### src/rtl/marquee_shifter.sv
// marquee_shifter: rotating-display engine that presents a moving window of a
// loaded pattern to the 7-segment scanner. It has a single clock domain, and
// the shift rate comes from an internal tick divider.
//
// Ports:
//   sys_clk_in  system clock, all logic on the rising edge
//   reset       asynchronous active-low reset
//   pause       1 = freeze the offset and the tick counter
//   mode        00 rotate left, 01 rotate right, 10 ping-pong, 11 one-shot
//   step        bits moved per tick, applied modulo WIDTH
//   load_valid  a new pattern is offered on binary_in
//   load_ready  the block can accept a pattern this cycle
//   binary_in   pattern to load
//   binary_out  rotl(data, offset)
//   window_out  top WIN_BITS of binary_out
//   offset      current rotate-left amount
//   tick_out    one-cycle pulse on each shift tick
//   done        one-shot scroll finished (level)
module marquee_shifter #(
   parameter int unsigned WIDTH    = 32,
   parameter int unsigned WIN_BITS = 16,
   parameter int unsigned STEP_W   = 5,
   parameter int unsigned DIV      = 100_000_000,
   parameter int unsigned OFF_W    = $clog2(WIDTH)
) (
   input  logic                sys_clk_in,
   input  logic                reset,
   input  logic                pause,
   input  logic [1:0]          mode,
   input  logic [STEP_W-1:0]   step,
   input  logic                load_valid,
   output logic                load_ready,
   input  logic [WIDTH-1:0]    binary_in,
   output logic [WIDTH-1:0]    binary_out,
   output logic [WIN_BITS-1:0] window_out,
   output logic [OFF_W-1:0]    offset,
   output logic                tick_out,
   output logic                done
);

   localparam int unsigned      CNT_W    = (DIV > 1) ? $clog2(DIV) : 1;
   localparam logic [OFF_W-1:0] MAXO     = OFF_W'(WIDTH - WIN_BITS);
   localparam logic [CNT_W-1:0] CNT_LAST = CNT_W'(DIV - 1);
   localparam logic [OFF_W:0]   WIDTH_X  = (OFF_W+1)'(WIDTH);

   typedef enum logic [1:0] {S_IDLE, S_RUN, S_HOLD, S_DONE} state_t;

   state_t             state_q, state_d;
   logic [WIDTH-1:0]   data_q, data_d;
   logic [OFF_W-1:0]   off_q, off_d;
   logic [CNT_W-1:0]   cnt_q, cnt_d;
   logic               dir_q, dir_d;
   logic               done_q, done_d;

   logic               tick;
   logic               accept;
   logic [OFF_W-1:0]   s;
   logic [OFF_W-1:0]   o_clamp;
   logic [OFF_W:0]     sum_w;
   logic [OFF_W:0]     sum_c;
   logic [OFF_W-1:0]   rot_l;
   logic [OFF_W-1:0]   rot_r;

   // Tick fires on the last count of a running, unpaused divider period.
   assign tick       = (state_q == S_RUN) && !pause && (cnt_q == CNT_LAST);
   assign tick_out   = tick;
   assign load_ready = !tick;
   assign accept     = load_valid && !tick;

   // Per-tick arithmetic, all kept inside 0..WIDTH-1.
   assign s       = OFF_W'(32'(step) % WIDTH);
   assign o_clamp = (off_q > MAXO) ? MAXO : off_q;
   assign sum_w   = {1'b0, off_q} + {1'b0, s};
   assign sum_c   = {1'b0, o_clamp} + {1'b0, s};
   assign rot_l   = (sum_w >= WIDTH_X) ? OFF_W'(sum_w - WIDTH_X) : OFF_W'(sum_w);
   assign rot_r   = (off_q >= s) ? (off_q - s)
                                 : OFF_W'(WIDTH_X - {1'b0, s} + {1'b0, off_q});

   // State and datapath registers.
   always_ff @(posedge sys_clk_in or negedge reset) begin
      if (!reset) begin
         state_q <= S_IDLE;
         data_q  <= '0;
         off_q   <= '0;
         cnt_q   <= '0;
         dir_q   <= 1'b0;
         done_q  <= 1'b0;
      end else begin
         state_q <= state_d;
         data_q  <= data_d;
         off_q   <= off_d;
         cnt_q   <= cnt_d;
         dir_q   <= dir_d;
         done_q  <= done_d;
      end
   end

   // Next-state logic: a tick consumes the cycle, otherwise a load wins.
   always_comb begin
      state_d = state_q;
      data_d  = data_q;
      off_d   = off_q;
      cnt_d   = cnt_q;
      dir_d   = dir_q;
      done_d  = done_q;

      if (tick) begin
         cnt_d = '0;
         unique case (mode)
            2'b00: off_d = rot_l;
            2'b01: off_d = rot_r;
            2'b10: begin
               if (!dir_q) begin
                  if (sum_c >= {1'b0, MAXO}) begin
                     off_d = MAXO;
                     dir_d = 1'b1;
                  end else begin
                     off_d = OFF_W'(sum_c);
                  end
               end else begin
                  if (o_clamp <= s) begin
                     off_d = '0;
                     dir_d = 1'b0;
                  end else begin
                     off_d = o_clamp - s;
                  end
               end
            end
            default: begin
               // A zero step never reaches the end, so the scroll never finishes.
               if ((sum_c >= {1'b0, MAXO}) && (s != '0)) begin
                  off_d   = MAXO;
                  state_d = S_DONE;
                  done_d  = 1'b1;
               end else begin
                  off_d = OFF_W'(sum_c);
               end
            end
         endcase
      end else if (accept) begin
         data_d  = binary_in;
         off_d   = '0;
         dir_d   = 1'b0;
         cnt_d   = '0;
         done_d  = 1'b0;
         state_d = ((state_q == S_IDLE) || (state_q == S_DONE) || !pause) ? S_RUN : S_HOLD;
      end else begin
         unique case (state_q)
            S_RUN: begin
               if (pause) state_d = S_HOLD;
               else       cnt_d   = cnt_q + CNT_W'(1);
            end
            S_HOLD: begin
               if (!pause) state_d = S_RUN;
            end
            default: ;
         endcase
      end
   end

   // Rotate left by the offset. An offset of zero passes the data straight through.
   assign binary_out = (off_q == '0) ? data_q
                     : ((data_q << off_q) | (data_q >> (WIDTH_X - {1'b0, off_q})));
   assign window_out = binary_out[WIDTH-1 -: WIN_BITS];
   assign offset     = off_q;
   assign done       = done_q;

endmodule

### config.mk
export PLATFORM = sky130hd
export DESIGN_NAME = marquee_shifter
export DESIGN_NICKNAME = d
export VERILOG_FILES = /design/src/rtl/marquee_shifter.sv
export SDC_FILE = /design/constraint.sdc
export NUM_CORES = 1
export LEC_CHECK = 0
export ABC_AREA = 1
export BUFFER_PORTS_ARGS = -buffer_cell sky130_fd_sc_hd__buf_4
export CORE_MARGIN = 8
export CORE_UTILIZATION = 53
export CTS_CLUSTER_SIZE = 24
export DETAILED_ROUTE_END_ITERATION = 10
export PLACE_DENSITY_LB_ADDON = 0.08
export SLEW_MARGIN = 20
export SYNTH_ARGS = -nofsm -noshare
export SYNTH_HDL_FRONTEND = slang
export SYNTH_SLANG_ARGS = --single-unit
### constraint.sdc
create_clock -name sys_clk_in -period 3.2 [get_ports sys_clk_in]
set_clock_uncertainty 0.2 [all_clocks]
set_input_delay 0.32 -clock sys_clk_in [delete_from_list [all_inputs] [get_ports sys_clk_in]]
set_output_delay 0.32 -clock sys_clk_in [all_outputs]
set_load 0.005 [all_outputs]
== After elaboration in Yosys (flattened, before gate mapping) ==
Cells that the tools add are included.
Widths: inputs -> output; s select.
Cells by class
  add/subtract/negate cells: 9
  magnitude comparators: 5
  equal/unequal tests: 12
  shift operators: 2
  multiplexer cells: 32
  bitwise operators: 2
  reduce and logical (&&, ||, !) cells: 21
Operators with widths (number)
  $mux 27: 4
  $mux 5: 9
  $mux 32: 1
  $or 32x32->32: 1
  $shl 32x5->32: 1
  $shr 32x6->32: 1
  $add 27x1->27 const B: 1
  $eq 27x27->1 const B: 1
  $pmux 5 s3: 1
  $mux 2: 7
  $add 5x5->6: 2
  $sub 5x5->5: 2
  $mux 1: 9
  $ne 4x4->1 const B: 2
  $eq 2x2->1 const B: 3
  $ge 6x5->1 const B: 1
  $ge 6x6->1 const B: 1
  $reduce_and 2->1: 3
  $sub 6x5->6 const A: 1
  $add 5x5->5: 1
  $ge 5x5->1: 1
  $gt 5x5->1 const B: 1
  $le 5x5->1: 1
  $logic_not 5->1: 1
  19 further kinds: 27
Storage, ports and cells
  bits in registers: 68
  input port bits: 43
  output and inout port bits: 56
  word-level logic and storage cells: 89

== Longest topological paths before layout ==
  depth after elaboration: 8
  depth in mapped cells: 24
  depth with buffers taken out: 21

== Worst setup path after synthesis ==
Ideal clock, no wire load.
  kind: flip-flop to flip-flop
  start point: register off_q[1] (netlist: offset[1])
  end point: register state_q[0]
  setup time: 0.118 ns
  data arrival time: 3.072 ns
  data required time: 2.882 ns
  path slack: -0.190 ns
  stages on the path, launching flop included: 24
  path buffers: 3
  clock period less this slack: 3.390 ns
  cells stage by stage: dfrtp_1 > buf_4 > inv_2 > buf_4 > buf_2 > ha_1 > nand3_1 > ha_1 > nor2_1 > ha_1 > inv_1 > nand2_1 > nand2_1 > nand2_1 > nand2_1 > nand3_1 > nand2_1 > inv_1 > nand2_1 > nand2_2 > nand2_1 > nand3_1 > nand2_1 > nand2_1
On the way
  word-level cells in the longest chain between the ends: 7
Ends and longest elaborated chain
  start: declaration: line 50  | logic [OFF_W-1:0] off_q, off_d;
  start signal: assignment: line 84  | off_q <= '0;
  start signal: assignment: line 91  | off_q <= off_d;
  $gt 5x5->1: line 72  | assign o_clamp = (off_q > MAXO) ? MAXO : off_q;
  $mux 5 *: line 72
  $add 5x5->6 *: line 74  | assign sum_c = {1'b0, o_clamp} + {1'b0, s};
  $ge 6x5->1 *: line 131  | if ((sum_c >= {1'b0, MAXO}) && (s != '0)) begin
  $logic_and 1x1->1 *: line 131
  $ne 2x1->1 (no source line) *
  $reduce_and 5->1 (no source line) *
  end signal: assignment: line 89  | state_q <= state_d;
  end: declaration: line 48  | state_t state_q, state_d;
Every way passes the cells marked *; elsewhere a longest branch is shown, timed or not.
A chain may end at the register's enable or synchronous reset.

== Worst setup path in the final report ==
  start point: register off_q[0] (netlist: offset[0])
  end point: output binary_out[2]
On the way
  word-level cells in the longest chain between the ends: 4
Ends and longest elaborated chain
  $sub 6x5->6: line 163  | : ((data_q << off_q) | (data_q >> (WIDTH_X - {1'b0, off_q})));
  $shr 32x6->32: line 163
  $or 32x32->32: line 163
  $mux 32 *: line 162  | assign binary_out = (off_q == '0) ? data_q
  end: declaration: line 34  | output logic [WIDTH-1:0] binary_out,
Marked as above.

==> metrics.cfg <==
[grt]
grt_pass1_wl_mm=45.3
grt_remaining_overflow=0
antenna_found_initial=0
grt_max_degree=69
grt_pass1_vias=8777
grt_use_total_pct=28.4

[floorplanning]
io_pins=99
coreArea_um2=15200
dieArea_um2=19800
rows=45
die_h_um=141
die_w_um=141
start_util_pct=54.3

[synthesis]
yosysSeqAreaShare_pct=20.6
synth-main-ff-cell=dfrtp_1
avgSynthCellArea_um2=6.11
syn_nets=1421
synth_seq_cells=68
synth_edf_count=0
ys_async_sr_fraction_pct=100
yosys_warnings=0
synthDistinctLibCells=54
synthesis.area_um2=8250
synth_cells=1351

[detailed_routing]
antenna_left=0
vias=9324
drt_wl_total_mm=28.2
vias_per_cell=5.86
firstDrtPassIters=6
drtIter0Drc=901
avgRoutedWirePerCell_um=17.7
route.detailed.drc=0

[critical_path]
crit_path_end_kind=primary output
required_ns=2.68
crit_arrival_ns=2.58
crit_fanout=25
critPathKind=reg -> out
start_kind=flip-flop

[sta]
slew_violations=0
period_needed_ns=3.10
period_share_pct=96.8
holdWs_ns=0.00940
worstMarginPinSlew_ns=0.896
relSlewSlack_pct=40.3
rsz0062_at_grt=true
setup_violations=0
hold_viol=0
max_freq_mhz=323

[power]
power-per-cell-area_nw_per_um2=303
cellLeakagePower_nw=4.72
peakVddDrop_uv=274

[placed_design]
dp_cells=1574
gp_congestion=1.03
place_hpwl_mm=21.9
portBuffers=98

[clock_tree]
numClockSinks=68
cts_buffers=9
clk_pin_slew_ns=0.06
insertion_delay_ns=0.34
cts_tree=yes
cts_root_buffer=clkbuf_16
htreeDepth=3
cts_max_path_buffers=2
cts_setup_buffers=0

[min_path]
hold_class=in -> reg

[final_layout]
final_cells=1592
mostFrequentLayoutCells=nand2_1, nand3_1, inv_1, buf_4, o21ai_0
n_antenna_cell=0
final_nets=1469
area_growth_pct=12.6
final_common_cell=nand2_1
final_util_pct=61.1
drive_gt1_share_pct=15.1

[run_status]
status=finished, final reports clean

[flow_run]
cap_violations=0

==> final timing paths <==
path	start	depth (start not counted)	endpoint	slack (ns)
setup / recovery	offset[0]	12	binary_out[2]	0.10
hold / removal	binary_in[30]	2	data_q[30]	0.009
setup reg to reg	offset[0]	19	state_q[1]	0.24
hold reg to reg	done	2	done	0.30
max in group asynchronous	reset	2	offset[1]	1.71
min in group asynchronous	reset	2	offset[4]	0.45
==> through the flow <==
stage | total power [mW] | TNS, ns | cell area [µm²] | setup WS, ns
2_1_floorplan | 1.52 | 0 | 8270 | 0.0244
3_3_place_gp | 1.82 | 0 | 8940 | 0.342
3_5_place_dp | 1.83 | 0 | 8940 | 0.272
4_1_cts | 2.83 | 0 | 9250 | 0.0524
5_1_grt | 2.98 | -0.00910 | 9290 | -0.00910
6_report | 2.82 | 0 | 9290 | 0.101
==> routing by layer <==
layer	global-route usage, %	vias to the layer above	share of wire (%)
li1	-	4552	-
met1	37.4	4281	43
met2	45.5	432	46
met3	4.19	59	7.7
met4	12.0	0	3.2
met5	0	-	0
==> area by class of cell <==
type                            count  area [µm²]
Sequential cell                    68        1700
Tap cell                          188         235
Clock buffer                       10         229
Multi-Input combinational cell   1052        5500
Clock inverter                      6        65.1
Fill cell                        1567        5910
Inverter                          144         548
Timing Repair Buffer              124        1010
==> cell families after synthesis <==
| logic type | after synthesis | share of synthesized area (%) |
|---|---|---|
| mux | 27 | 4.16 |
| fa+ha+maj | 27 | 4.46 |
| flops | 68 | 20.6 |
| buf+inv | 231 | 13.0 |
| simple gates | 784 | 42.3 |
| compound gates | 199 | 13.8 |
| xor+xnor | 15 | 1.68 |
==> power breakdown <==
group / internal [mW] / switching [mW]
clock network: 0.603 / 0.390
logic: 0.343 / 0.502
registers: 0.916 / 0.0664
==> state kept, by name, indices dropped and copies added, names as in the netlist <==
register / count
offset: 5
done: 1
data_q: 32
state_q: 2
cnt_q: 27
dir_q: 1
==> what timing repair did <==
item / 4_1_cts / 5_1_grt
hold endpoints to repair: 69 / 0
gates cloned: 0 / 0
gates resized for setup: 1 / 11
hold buffers: 2 / 0
endpoints found under the setup margin: 2 / 46
==> critical path, stage by stage (launching register included) <==
cell and delay, ns:
dfrtp_1 0.40, inv_2 0.07, ha_2 0.20, xnor2_2 0.18, inv_2 0.36, buf_4 0.27, o211ai_1 0.14, nand3_1 0.12
nand3_1 0.09, nand3_1 0.12, o21ai_0 0.10, inv_1 0.06, buf_4 0.10
==> cell usage after synthesis, drive strengths merged, types with 4 or more instances <==
cell | instances | area (µm²)
mux2i | 11 | 110
xor2 | 14 | 123
fa | 4 | 80.1
nor3 | 13 | 70.1
or2 | 10 | 65.1
nor2 | 76 | 330
buf | 66 | 452
ha | 23 | 288
and2 | 4 | 25.0
nand4 | 22 | 138
nand2 | 412 | 1570
o211ai | 21 | 158
nand3 | 237 | 1220
o22ai | 8 | 50.1
a21oi | 62 | 348
inv | 142 | 533
o21ai | 94 | 474
a21boi | 5 | 37.5
clkbuf | 21 | 78.8
nand3b | 7 | 52.6
mux2 | 16 | 233
dfrtp | 68 | 1700
Note: power is estimated with default switching activity, not from simulation.
